[src/rtl/commit_watchdog_if.sv]
// rtl/commit_watchdog_if.sv - retirement stream and monitor inputs observed by the commit watchdog
interface commit_watchdog_if #(
  parameter int NUM_CH   = 2,
  parameter int PC_WIDTH = 32
);
  logic [NUM_CH-1:0]          commit_valid;
  logic [NUM_CH*PC_WIDTH-1:0] commit_pc;
  logic                       ext_halt;
  logic [15:0]                err_code;

  // Core / monitor side drives the stream
  modport master (
    output commit_valid,
    output commit_pc,
    output ext_halt,
    output err_code
  );

  // Watchdog side only observes it
  modport slave (
    input commit_valid,
    input commit_pc,
    input ext_halt,
    input err_code
  );
endinterface

[src/rtl/commit_watchdog.sv]
// rtl/commit_watchdog.sv - halt/livelock watchdog deciding when a multi-commit core simulation ends
module commit_watchdog #(
  parameter int              NUM_CH         = 2,
  parameter int              PC_WIDTH       = 32,
  parameter int              CNT_W          = 32,
  parameter int              LOOP_LIMIT     = 2047,
  parameter int              STALL_LIMIT    = 100000,
  parameter int              TIMEOUT_CYCLES = 100000000,
  parameter int              DRAIN_CYCLES   = 5,
  parameter logic [PC_WIDTH-1:0] RESET_PC   = 32'h00000060
) (
  input  logic               clk,
  input  logic               rst_n,
  commit_watchdog_if.slave   cw,
  output logic               halt,
  output logic [2:0]         halt_reason,
  output logic [15:0]        err_latched,
  output logic               loop_halt,
  output logic [CNT_W-1:0]   commit_count
);

  localparam int LOOP_W  = $clog2(LOOP_LIMIT + 1);
  localparam int DRAIN_W = (DRAIN_CYCLES > 1) ? $clog2(DRAIN_CYCLES) : 1;

  localparam logic [LOOP_W-1:0]  LOOP_MAX   = LOOP_W'(LOOP_LIMIT);
  localparam logic [CNT_W-1:0]   STALL_MAX  = CNT_W'(STALL_LIMIT);
  localparam logic [CNT_W-1:0]   TIMER_INIT = CNT_W'(TIMEOUT_CYCLES);
  localparam logic [DRAIN_W-1:0] DRAIN_LAST = DRAIN_W'(DRAIN_CYCLES - 1);

  localparam logic [1:0] S_RUN   = 2'd0;
  localparam logic [1:0] S_DRAIN = 2'd1;
  localparam logic [1:0] S_HALT  = 2'd2;

  localparam logic [2:0] R_EXT     = 3'd1;
  localparam logic [2:0] R_ERROR   = 3'd2;
  localparam logic [2:0] R_LOOP    = 3'd3;
  localparam logic [2:0] R_STALL   = 3'd4;
  localparam logic [2:0] R_TIMEOUT = 3'd5;

  logic [1:0]          r_state;
  logic                r_halt;
  logic [2:0]          r_reason;
  logic [15:0]         r_err;
  logic                r_loop_halt;
  logic [CNT_W-1:0]    r_commit_cnt;
  logic [PC_WIDTH-1:0] r_last_pc;
  logic [LOOP_W-1:0]   r_loop_cnt;
  logic [CNT_W-1:0]    r_stall_cnt;
  logic [CNT_W-1:0]    r_timer;
  logic [DRAIN_W-1:0]  r_drain_cnt;

  logic [PC_WIDTH-1:0] w_last_pc_next;
  logic [LOOP_W-1:0]   w_loop_next;
  logic [CNT_W:0]      w_pop;
  logic [CNT_W:0]      w_sum;
  logic [CNT_W-1:0]    w_commit_next;
  logic [CNT_W-1:0]    w_stall_next;
  logic [CNT_W-1:0]    w_timer_next;
  logic                w_trig_loop;
  logic                w_trig_stall;
  logic                w_trig_timeout;

  // Fold the same-PC run length across channels oldest-first and count this cycle's retirements
  always_comb begin
    w_last_pc_next = r_last_pc;
    w_loop_next    = r_loop_cnt;
    w_pop          = '0;
    for (int i = 0; i < NUM_CH; i++) begin
      if (cw.commit_valid[i]) begin
        if (cw.commit_pc[i*PC_WIDTH +: PC_WIDTH] == w_last_pc_next) begin
          w_loop_next = (w_loop_next >= LOOP_MAX) ? LOOP_MAX : w_loop_next + 1'b1;
        end else begin
          w_loop_next = '0;
        end
        w_last_pc_next = cw.commit_pc[i*PC_WIDTH +: PC_WIDTH];
        w_pop = w_pop + 1'b1;
      end
    end
  end

  // Saturating next values for the commit, stall and timeout counters, plus trigger detection
  always_comb begin
    w_sum          = {1'b0, r_commit_cnt} + w_pop;
    w_commit_next  = w_sum[CNT_W] ? '1 : w_sum[CNT_W-1:0];
    if (|cw.commit_valid) begin
      w_stall_next = '0;
    end else begin
      w_stall_next = (r_stall_cnt == STALL_MAX) ? r_stall_cnt : r_stall_cnt + 1'b1;
    end
    w_timer_next   = (r_timer == '0) ? '0 : r_timer - 1'b1;
    w_trig_loop    = (w_loop_next == LOOP_MAX);
    w_trig_stall   = (w_stall_next == STALL_MAX);
    w_trig_timeout = (w_timer_next == '0);
  end

  // Loop tracking runs in every state so the monitor can see loop_halt even while draining
  always_ff @(posedge clk) begin
    if (!rst_n) begin
      r_last_pc   <= RESET_PC;
      r_loop_cnt  <= '0;
      r_loop_halt <= 1'b0;
    end else begin
      r_last_pc  <= w_last_pc_next;
      r_loop_cnt <= w_loop_next;
      if (w_trig_loop) begin
        r_loop_halt <= 1'b1;
      end
    end
  end

  // Run/drain/halted sequencing with prioritised halt causes; counters freeze once halted
  always_ff @(posedge clk) begin
    if (!rst_n) begin
      r_state      <= S_RUN;
      r_halt       <= 1'b0;
      r_reason     <= 3'd0;
      r_err        <= 16'd0;
      r_commit_cnt <= '0;
      r_stall_cnt  <= '0;
      r_timer      <= TIMER_INIT;
      r_drain_cnt  <= '0;
    end else begin
      case (r_state)
        S_RUN: begin
          r_commit_cnt <= w_commit_next;
          r_stall_cnt  <= w_stall_next;
          r_timer      <= w_timer_next;
          if (cw.ext_halt) begin
            r_state  <= S_HALT;
            r_halt   <= 1'b1;
            r_reason <= R_EXT;
          end else if (cw.err_code != 16'd0) begin
            r_state     <= S_DRAIN;
            r_err       <= cw.err_code;
            r_drain_cnt <= '0;
          end else if (w_trig_loop) begin
            r_state  <= S_HALT;
            r_halt   <= 1'b1;
            r_reason <= R_LOOP;
          end else if (w_trig_stall) begin
            r_state  <= S_HALT;
            r_halt   <= 1'b1;
            r_reason <= R_STALL;
          end else if (w_trig_timeout) begin
            r_state  <= S_HALT;
            r_halt   <= 1'b1;
            r_reason <= R_TIMEOUT;
          end
        end
        S_DRAIN: begin
          r_commit_cnt <= w_commit_next;
          r_stall_cnt  <= w_stall_next;
          r_timer      <= w_timer_next;
          if (r_drain_cnt == DRAIN_LAST) begin
            r_state  <= S_HALT;
            r_halt   <= 1'b1;
            r_reason <= R_ERROR;
          end else begin
            r_drain_cnt <= r_drain_cnt + 1'b1;
          end
        end
        S_HALT: begin
          r_state <= S_HALT;
        end
        default: begin
          r_state <= S_RUN;
        end
      endcase
    end
  end

  assign halt         = r_halt;
  assign halt_reason  = r_reason;
  assign err_latched  = r_err;
  assign loop_halt    = r_loop_halt;
  assign commit_count = r_commit_cnt;

endmodule
[src/flat_wrapper.sv]
// flat-port wrapper written by rule: the top's interface ports become plain ports
module commit_watchdog_flat 
#(
  parameter int              NUM_CH         = 2,
  parameter int              PC_WIDTH       = 32,
  parameter int              CNT_W          = 32,
  parameter int              LOOP_LIMIT     = 2047,
  parameter int              STALL_LIMIT    = 100000,
  parameter int              TIMEOUT_CYCLES = 100000000,
  parameter int              DRAIN_CYCLES   = 5,
  parameter logic [PC_WIDTH-1:0] RESET_PC   = 32'h00000060
)
  (clk, rst_n, halt, halt_reason, err_latched, loop_halt, commit_count, cw_commit_valid, cw_commit_pc, cw_ext_halt, cw_err_code);
  commit_watchdog_if #(.NUM_CH(NUM_CH), .PC_WIDTH(PC_WIDTH)) cw_i ();
  input  logic clk;
  input  logic rst_n;
  output logic halt;
  output logic [2:0] halt_reason;
  output logic [15:0] err_latched;
  output logic loop_halt;
  output logic [CNT_W-1:0] commit_count;
  input wire logic [$bits(cw_i.commit_valid)-1:0] cw_commit_valid;
  input wire logic [$bits(cw_i.commit_pc)-1:0] cw_commit_pc;
  input wire logic [$bits(cw_i.ext_halt)-1:0] cw_ext_halt;
  input wire logic [$bits(cw_i.err_code)-1:0] cw_err_code;
  assign cw_i.commit_valid = cw_commit_valid;
  assign cw_i.commit_pc = cw_commit_pc;
  assign cw_i.ext_halt = cw_ext_halt;
  assign cw_i.err_code = cw_err_code;
  commit_watchdog #(.NUM_CH(NUM_CH), .PC_WIDTH(PC_WIDTH), .CNT_W(CNT_W), .LOOP_LIMIT(LOOP_LIMIT), .STALL_LIMIT(STALL_LIMIT), .TIMEOUT_CYCLES(TIMEOUT_CYCLES), .DRAIN_CYCLES(DRAIN_CYCLES), .RESET_PC(RESET_PC)) u_core (.clk(clk), .rst_n(rst_n), .cw(cw_i), .halt(halt), .halt_reason(halt_reason), .err_latched(err_latched), .loop_halt(loop_halt), .commit_count(commit_count));
endmodule
[config.mk]
export PLATFORM = sky130hd
export DESIGN_NAME = commit_watchdog_flat
export DESIGN_NICKNAME = d
export VERILOG_FILES = /design/src/rtl/commit_watchdog_if.sv /design/src/rtl/commit_watchdog.sv /design/src/flat_wrapper.sv
export SDC_FILE = /design/constraint.sdc
export NUM_CORES = 1
export LEC_CHECK = 0
export BUFFER_PORTS_ARGS = -buffer_cell sky130_fd_sc_hd__buf_2
export CORE_MARGIN = 2
export CORE_UTILIZATION = 50
export CTS_CLUSTER_DIAMETER = 60
export CTS_CLUSTER_SIZE = 14
export DETAILED_ROUTE_END_ITERATION = 8
export PLACE_DENSITY = 0.8
export SYNTH_ARGS = -nofsm -noshare
export SYNTH_HDL_FRONTEND = slang
export SYNTH_SLANG_ARGS = --single-unit
export TNS_END_PERCENT = 10
[constraint.sdc]
create_clock -name clk -period 6.4 [get_ports clk]
set_input_delay 0.64 -clock clk [delete_from_list [all_inputs] [get_ports clk]]
set_output_delay 0.64 -clock clk [all_outputs]
set_load 0.01 [all_outputs]
==> flow_metrics.env, run 1 <==
export IMPL_status="finished clean"
export IMPL_ys_ff_latch=165
export IMPL_synthesis_nets=1471
export IMPL_diodes=0
export IMPL_seq_power_share_pct=39.5
export IMPL_synthFlopType="dfxtp_1"
export IMPL_peakVddDrop_mv=0.242
export IMPL_core_area_um2=20400
export IMPL_clockPowerShare_pct=35.9
export IMPL_ant_nets=0
export IMPL_crit_path_max_fanout=16
export IMPL_die_w_um=149
export IMPL_place_gp_congestion=0.931
export IMPL_reg2reg_slack_ps=1560
export IMPL_cp_data_arrival_time_ps=5160
export IMPL_critPathRequiredTime_ps=6720
export IMPL_r2r_end="u_core.r_state[0]"
export IMPL_antenna_found_initial=0
export IMPL_p_per_area_nw_per_um2=252
export IMPL_area_growth_pct=13.5
export IMPL_maxSlewHeadroom_pct=30.0
export IMPL_slew_viol_final=0
export IMPL_holdWs_ps=454
export IMPL_clock_sinks=165
export IMPL_ys_types=89
export IMPL_grt_ovfl_total=0
export IMPL_grt_max_degree=83
export IMPL_yosysWarnings=0
export IMPL_synth_top_cell_by_area="dfxtp_1"
export IMPL_die_area_um2=22100
export IMPL_fp_row_count=52
export IMPL_ys_top_cells_by_count="nor2_1, dfxtp_1, nand2_1"
export IMPL_skew_ps=10.2
export IMPL_tns_ps=0
export IMPL_place_inst=1716
export IMPL_start_util_pct=51.3
export IMPL_finalPower_mw=2.99
export IMPL_grt_usage_pct=24.7
export IMPL_syn_cell_area_um2=10500
export IMPL_cts_htree_levels=4
export IMPL_synth_top_area_share_pct=31.6
export IMPL_synth_enable_flop_cells=0
export IMPL_io_pins=138
export IMPL_postPlaceCellArea_um2=11300
export IMPL_path_clk_slew_ps=70
export IMPL_final_area_um2=11900
export IMPL_drt_iter0_markers=761
export IMPL_totalWireLength_mm=27.8
export IMPL_post_cts_setup_buffers=0
export IMPL_utilization_pct=58.3
export IMPL_worst_pin_slew_ps=1040
export IMPL_holdPathStages=3
export IMPL_swShare_pct=33.1
export IMPL_synth_async_reset_ratio_pct=0
export IMPL_cts_buffer_depth=2
export IMPL_syn_area_per_cell_um2=7.63
export IMPL_hpwl_mm=19.5
export IMPL_post_place_ws_ps=1140
export IMPL_yosysSeqAreaShare_pct=31.6
export IMPL_setup_viol=0
export IMPL_min_from="cw_err_code[5]"
export IMPL_die_y_um=149
export IMPL_portBuffers=137
export IMPL_dr_pass1_iters=5
export IMPL_cts_tree="built"
export IMPL_remaining_drc_errors=0
export IMPL_route_vias_total=10461
export IMPL_combPwrFrac_pct=24.5
export IMPL_ctsResizeCount=0
export IMPL_grt_pass1_wl_mm=45.3
export IMPL_drv_cap=0
export IMPL_avgViaCountPerCell=5.98
export IMPL_finalHoldViolCount=0
export IMPL_route_detailed_wl_per_inst_um=15.9
export IMPL_p_leak_nw=4.62
export IMPL_drive_gt1_share_pct=14.7
export IMPL_synthTopCellsByArea="dfxtp_1, nor2_1, xnor2_1, a21oi_1, mux2i_1"
export IMPL_rsz0062_at_grt="no"
export IMPL_n_fill_cell=1824
export IMPL_path_class="reg2reg"
export IMPL_synthCells=1370
export IMPL_synth_most_common_cell="nor2_1"
export IMPL_grt_pass1_vias=9521
export IMPL_p_switching_mw=0.988
export IMPL_critPathLaunchType="flip-flop"
export IMPL_p_int_mw=2.00
export IMPL_layout_min_cycle_time_ps=4840
export IMPL_r2r_start="u_core.r_last_pc[11]"
export IMPL_cts_made_buffers=17
export IMPL_num_nets_final=1566
export IMPL_finalCritPeriodShare_pct=75.6
export IMPL_ctsHoldBuffers=0
export IMPL_timing_final_ws_setup_ps=1560
export IMPL_hold_path_end="u_core.err_latched[5]"
export IMPL_insertion_delay_ps=430
export IMPL_reg2reg_depth=17
export IMPL_hold_class="in2reg"
export IMPL_cp_end_kind="flip-flop"
export IMPL_fmax_mhz=207
export IMPL_stdcell_count=1748
export IMPL_root_buffer="clkbuf_16"
routing by layer:
metal / global-route usage [%] / vias to the layer above / routed length, µm
met5: 0 / - / 0
met4: 8.86 / 0 / 670
met3: 4.08 / 57 / 1870
met2: 41.1 / 428 / 13000
met1: 32.3 / 4872 / 12300
li1: - / 5104 / -
worst max path at each step:
stage,from,to,cells past startpoint
floorplan,cw_commit_pc[28],u_core.r_state[0],18
global placement,cw_commit_pc[28],u_core.r_state[0],18
detailed placement,cw_commit_pc[28],u_core.r_state[0],18
CTS,u_core.r_last_pc[28],u_core.r_state[0],17
global route,u_core.r_last_pc[18],u_core.r_state[0],17
finish,u_core.r_last_pc[11],u_core.r_state[0],17
flip-flops by register name (all words and copies together), names as in the netlist:
register	cells
u_core.r_state	2
u_core.r_drain_cnt	3
u_core.loop_halt	1
u_core.r_loop_cnt	11
u_core.halt	1
u_core.err_latched	16
u_core.r_stall_cnt	32
u_core.commit_count	32
u_core.r_last_pc	32
u_core.r_timer	32
u_core.halt_reason	3
layout make-up:
cell class	instances	area, µm²	share of cell area [%]
multi-input cells	1097	6710	56.6
flip-flops and latches	165	3300	27.8
repair buffers	148	768	6.47
clock buffers	19	453	3.82
well taps	270	338	2.85
clock inverters	13	156	1.32
inverters	36	138	1.16
power groups by stage:
stage	logic [mW]	clock network, mW	registers [mW]
floorplan	0.512	0	1.19
global placement	0.707	0	1.20
detailed placement	0.723	0	1.20
CTS	0.729	1.09	1.18
global route	0.814	1.13	1.19
finish	0.733	1.07	1.18
cells in the final DEF (no fill, tap or decap), types with 29 or more instances in the layout:
cell	n
a21oi_1	124
buf_2	137
dfxtp_1	165
inv_1	34
mux2i_1	55
nand2_1	127
nand3_1	37
nand4_1	37
nor2_1	212
nor3_1	38
nor4_1	43
o21ai_0	52
xnor2_1	84
xor2_1	29
critical path: stages, from the launching register on:
cell and delay, ps:
dfxtp_1 330, xnor2_1 160, nand4_1 210, nor4_4 810
o2111ai_2 310, and2_1 290, inv_1 90, ha_1 180
inv_1 80, a21oi_1 120, nand4_1 140, a21oi_2 340
a32oi_1 140, nor3b_2 400, o221ai_2 210, o41ai_4 510
nor3_1 100, o31a_1 310
cells by family (layout without fill, tap and decap cells):
logic type,count (synthesis),count (layout),share of synthesized area (%)
XOR/XNOR,113,113,9.47
adder cells (fa/ha/maj),16,16,1.99
flip-flops,165,165,31.6
multiplexers,56,56,5.37
buffers and inverters,108,216,4.19
AO/OA/AOI/OAI,293,293,18.3
AND/OR/NAND/NOR,619,619,29.1
Note: power is estimated with default switching activity, not from simulation.
==> run 2: changes to the inputs <==
clock period = 5 ns   (was 6.4 ns; I/O delays follow)
==> run 2 against run 1 <==
- largest power group unchanged
- flip-flop and latch count stayed put
- clock-buffer cell count is 1 higher
- highest routed layer unchanged
- final area hardly changed
==> flow_metrics.env, run 2 (synthesized netlist as in run 1, its figures left out) <==
export IMPL_p_leak_nw=4.64
export IMPL_most_common_layout_cells="nor2_1, dfxtp_1, buf_2"
export IMPL_root_buffer="clkbuf_16"
export IMPL_num_nets_final=1575
export IMPL_path_class="reg2reg"
export IMPL_cts_htree_levels=4
export IMPL_rsz0062_at_grt="no"
export IMPL_totalWireLength_mm=28.1
export IMPL_area_growth_pct=13.6
export IMPL_maxSlewHeadroom_pct=35.3
export IMPL_drt_iter0_markers=921
export IMPL_fp_row_count=52
export IMPL_grt_pass1_wl_mm=46.1
export IMPL_io_pins=138
export IMPL_crit_path_max_fanout=7
export IMPL_cts_buffer_depth=2
export IMPL_grt_max_degree=77
export IMPL_route_detailed_wl_per_inst_um=16.0
export IMPL_critPathLaunchType="flip-flop"
export IMPL_remaining_drc_errors=0
export IMPL_clock_sinks=165
export IMPL_insertion_delay_ps=430
export IMPL_hold_class="in2reg"
export IMPL_tns_ps=0
export IMPL_antenna_found_initial=0
export IMPL_portBuffers=137
export IMPL_final_common_cell="nor2_1"
export IMPL_hpwl_mm=20.0
export IMPL_p_per_area_nw_per_um2=312
export IMPL_post_cts_setup_buffers=0
export IMPL_start_util_pct=51.3
export IMPL_core_area_um2=20400
export IMPL_avgViaCountPerCell=5.94
export IMPL_die_area_um2=22100
export IMPL_finalCritPeriodShare_pct=90.3
export IMPL_place_gp_congestion=0.883
export IMPL_cp_data_arrival_time_ps=4830
export IMPL_route_vias_total=10430
export IMPL_grt_pass1_vias=9548
export IMPL_cts_made_buffers=17
export IMPL_ctsHoldBuffers=0
export IMPL_cp_end_kind="flip-flop"
export IMPL_setup_viol=0
export IMPL_peakVddDrop_mv=0.290
export IMPL_skew_ps=10.5
export IMPL_finalHoldViolCount=0
export IMPL_finalPower_mw=3.70
export IMPL_diodes=0
export IMPL_fmax_mhz=222
export IMPL_grt_usage_pct=25.1
export IMPL_status="finished clean"
export IMPL_dr_pass1_iters=7
export IMPL_drv_cap=0
export IMPL_worst_pin_slew_ps=967
export IMPL_ctsResizeCount=0
export IMPL_path_clk_slew_ps=70
export IMPL_critPathRequiredTime_ps=5320
export IMPL_ant_nets=0
export IMPL_die_y_um=149
export IMPL_die_w_um=149
export IMPL_grt_ovfl_total=0
export IMPL_cts_tree="built"
export IMPL_slew_viol_final=0
export IMPL_layout_min_cycle_time_ps=4510
export IMPL_drive_gt1_share_pct=15.2
==> run 2: path summary, 6_finish.rpt <==
kind / slack, ps / depth (start not counted) / endpoint / start
setup / recovery: 490 / 17 / u_core.r_state[0] / u_core.r_loop_cnt[8]
setup reg to reg: 490 / 17 / u_core.r_state[0] / u_core.r_loop_cnt[8]
hold / removal: 320 / 3 / u_core.err_latched[3] / cw_err_code[3]
hold reg to reg: 470 / 2 / u_core.halt / u_core.halt
==> run 2: power by group <==
part           switching [mW]  internal, mW
sequential             0.0925          1.41
clock                   0.577         0.671
combinational           0.579         0.370
==> run 2: worst max-delay path: stages, from the launching register on <==
cell	delay, ps
dfxtp_1	480
nand3_2	170
or4_4	600
o21ai_0	180
nand4_1	150
and2_1	260
inv_1	110
ha_1	190
inv_1	80
a21oi_1	120
nand4_1	140
a21oi_2	330
o221ai_1	180
a211oi_1	310
a41oi_2	200
o41ai_4	490
nor3_1	100
o31a_1	300
==> run 2: per-layer routing <==
metal  part of all wire (%)  up-vias  wire length [µm]  GRT usage (%)
met5                      0        -                 0              0
met4                    1.1        0               305           6.86
li1                       -     5123                 -              -
met3                    5.9       31              1660           3.71
met1                     45     4938             12700           33.2
met2                     48      338             13500           42.8
==> run 2: area by class of cell <==
cell class / count / area [µm²]
Tap cell: 270 / 338
Multi-Input combinational cell: 1097 / 6710
Clock inverter: 12 / 95.1
Fill cell: 1801 / 8480
Sequential cell: 165 / 3300
Timing Repair Buffer: 157 / 836
Inverter: 36 / 138
Clock buffer: 20 / 457
==> run 2: per-stage QoR <==
stage	std cells	utilization [%]	setup slack [ps]	hold WS, ps	instance area, µm²
after floorplan	1370	-	932	455	10500
after global placement	1725	55.6	546	435	11300
after detailed placement	1725	55.6	496	454	11300
after CTS	1757	58.3	532	305	11900
after global routing	1757	58.3	132	323	11900
final	1757	58.3	486	316	11900
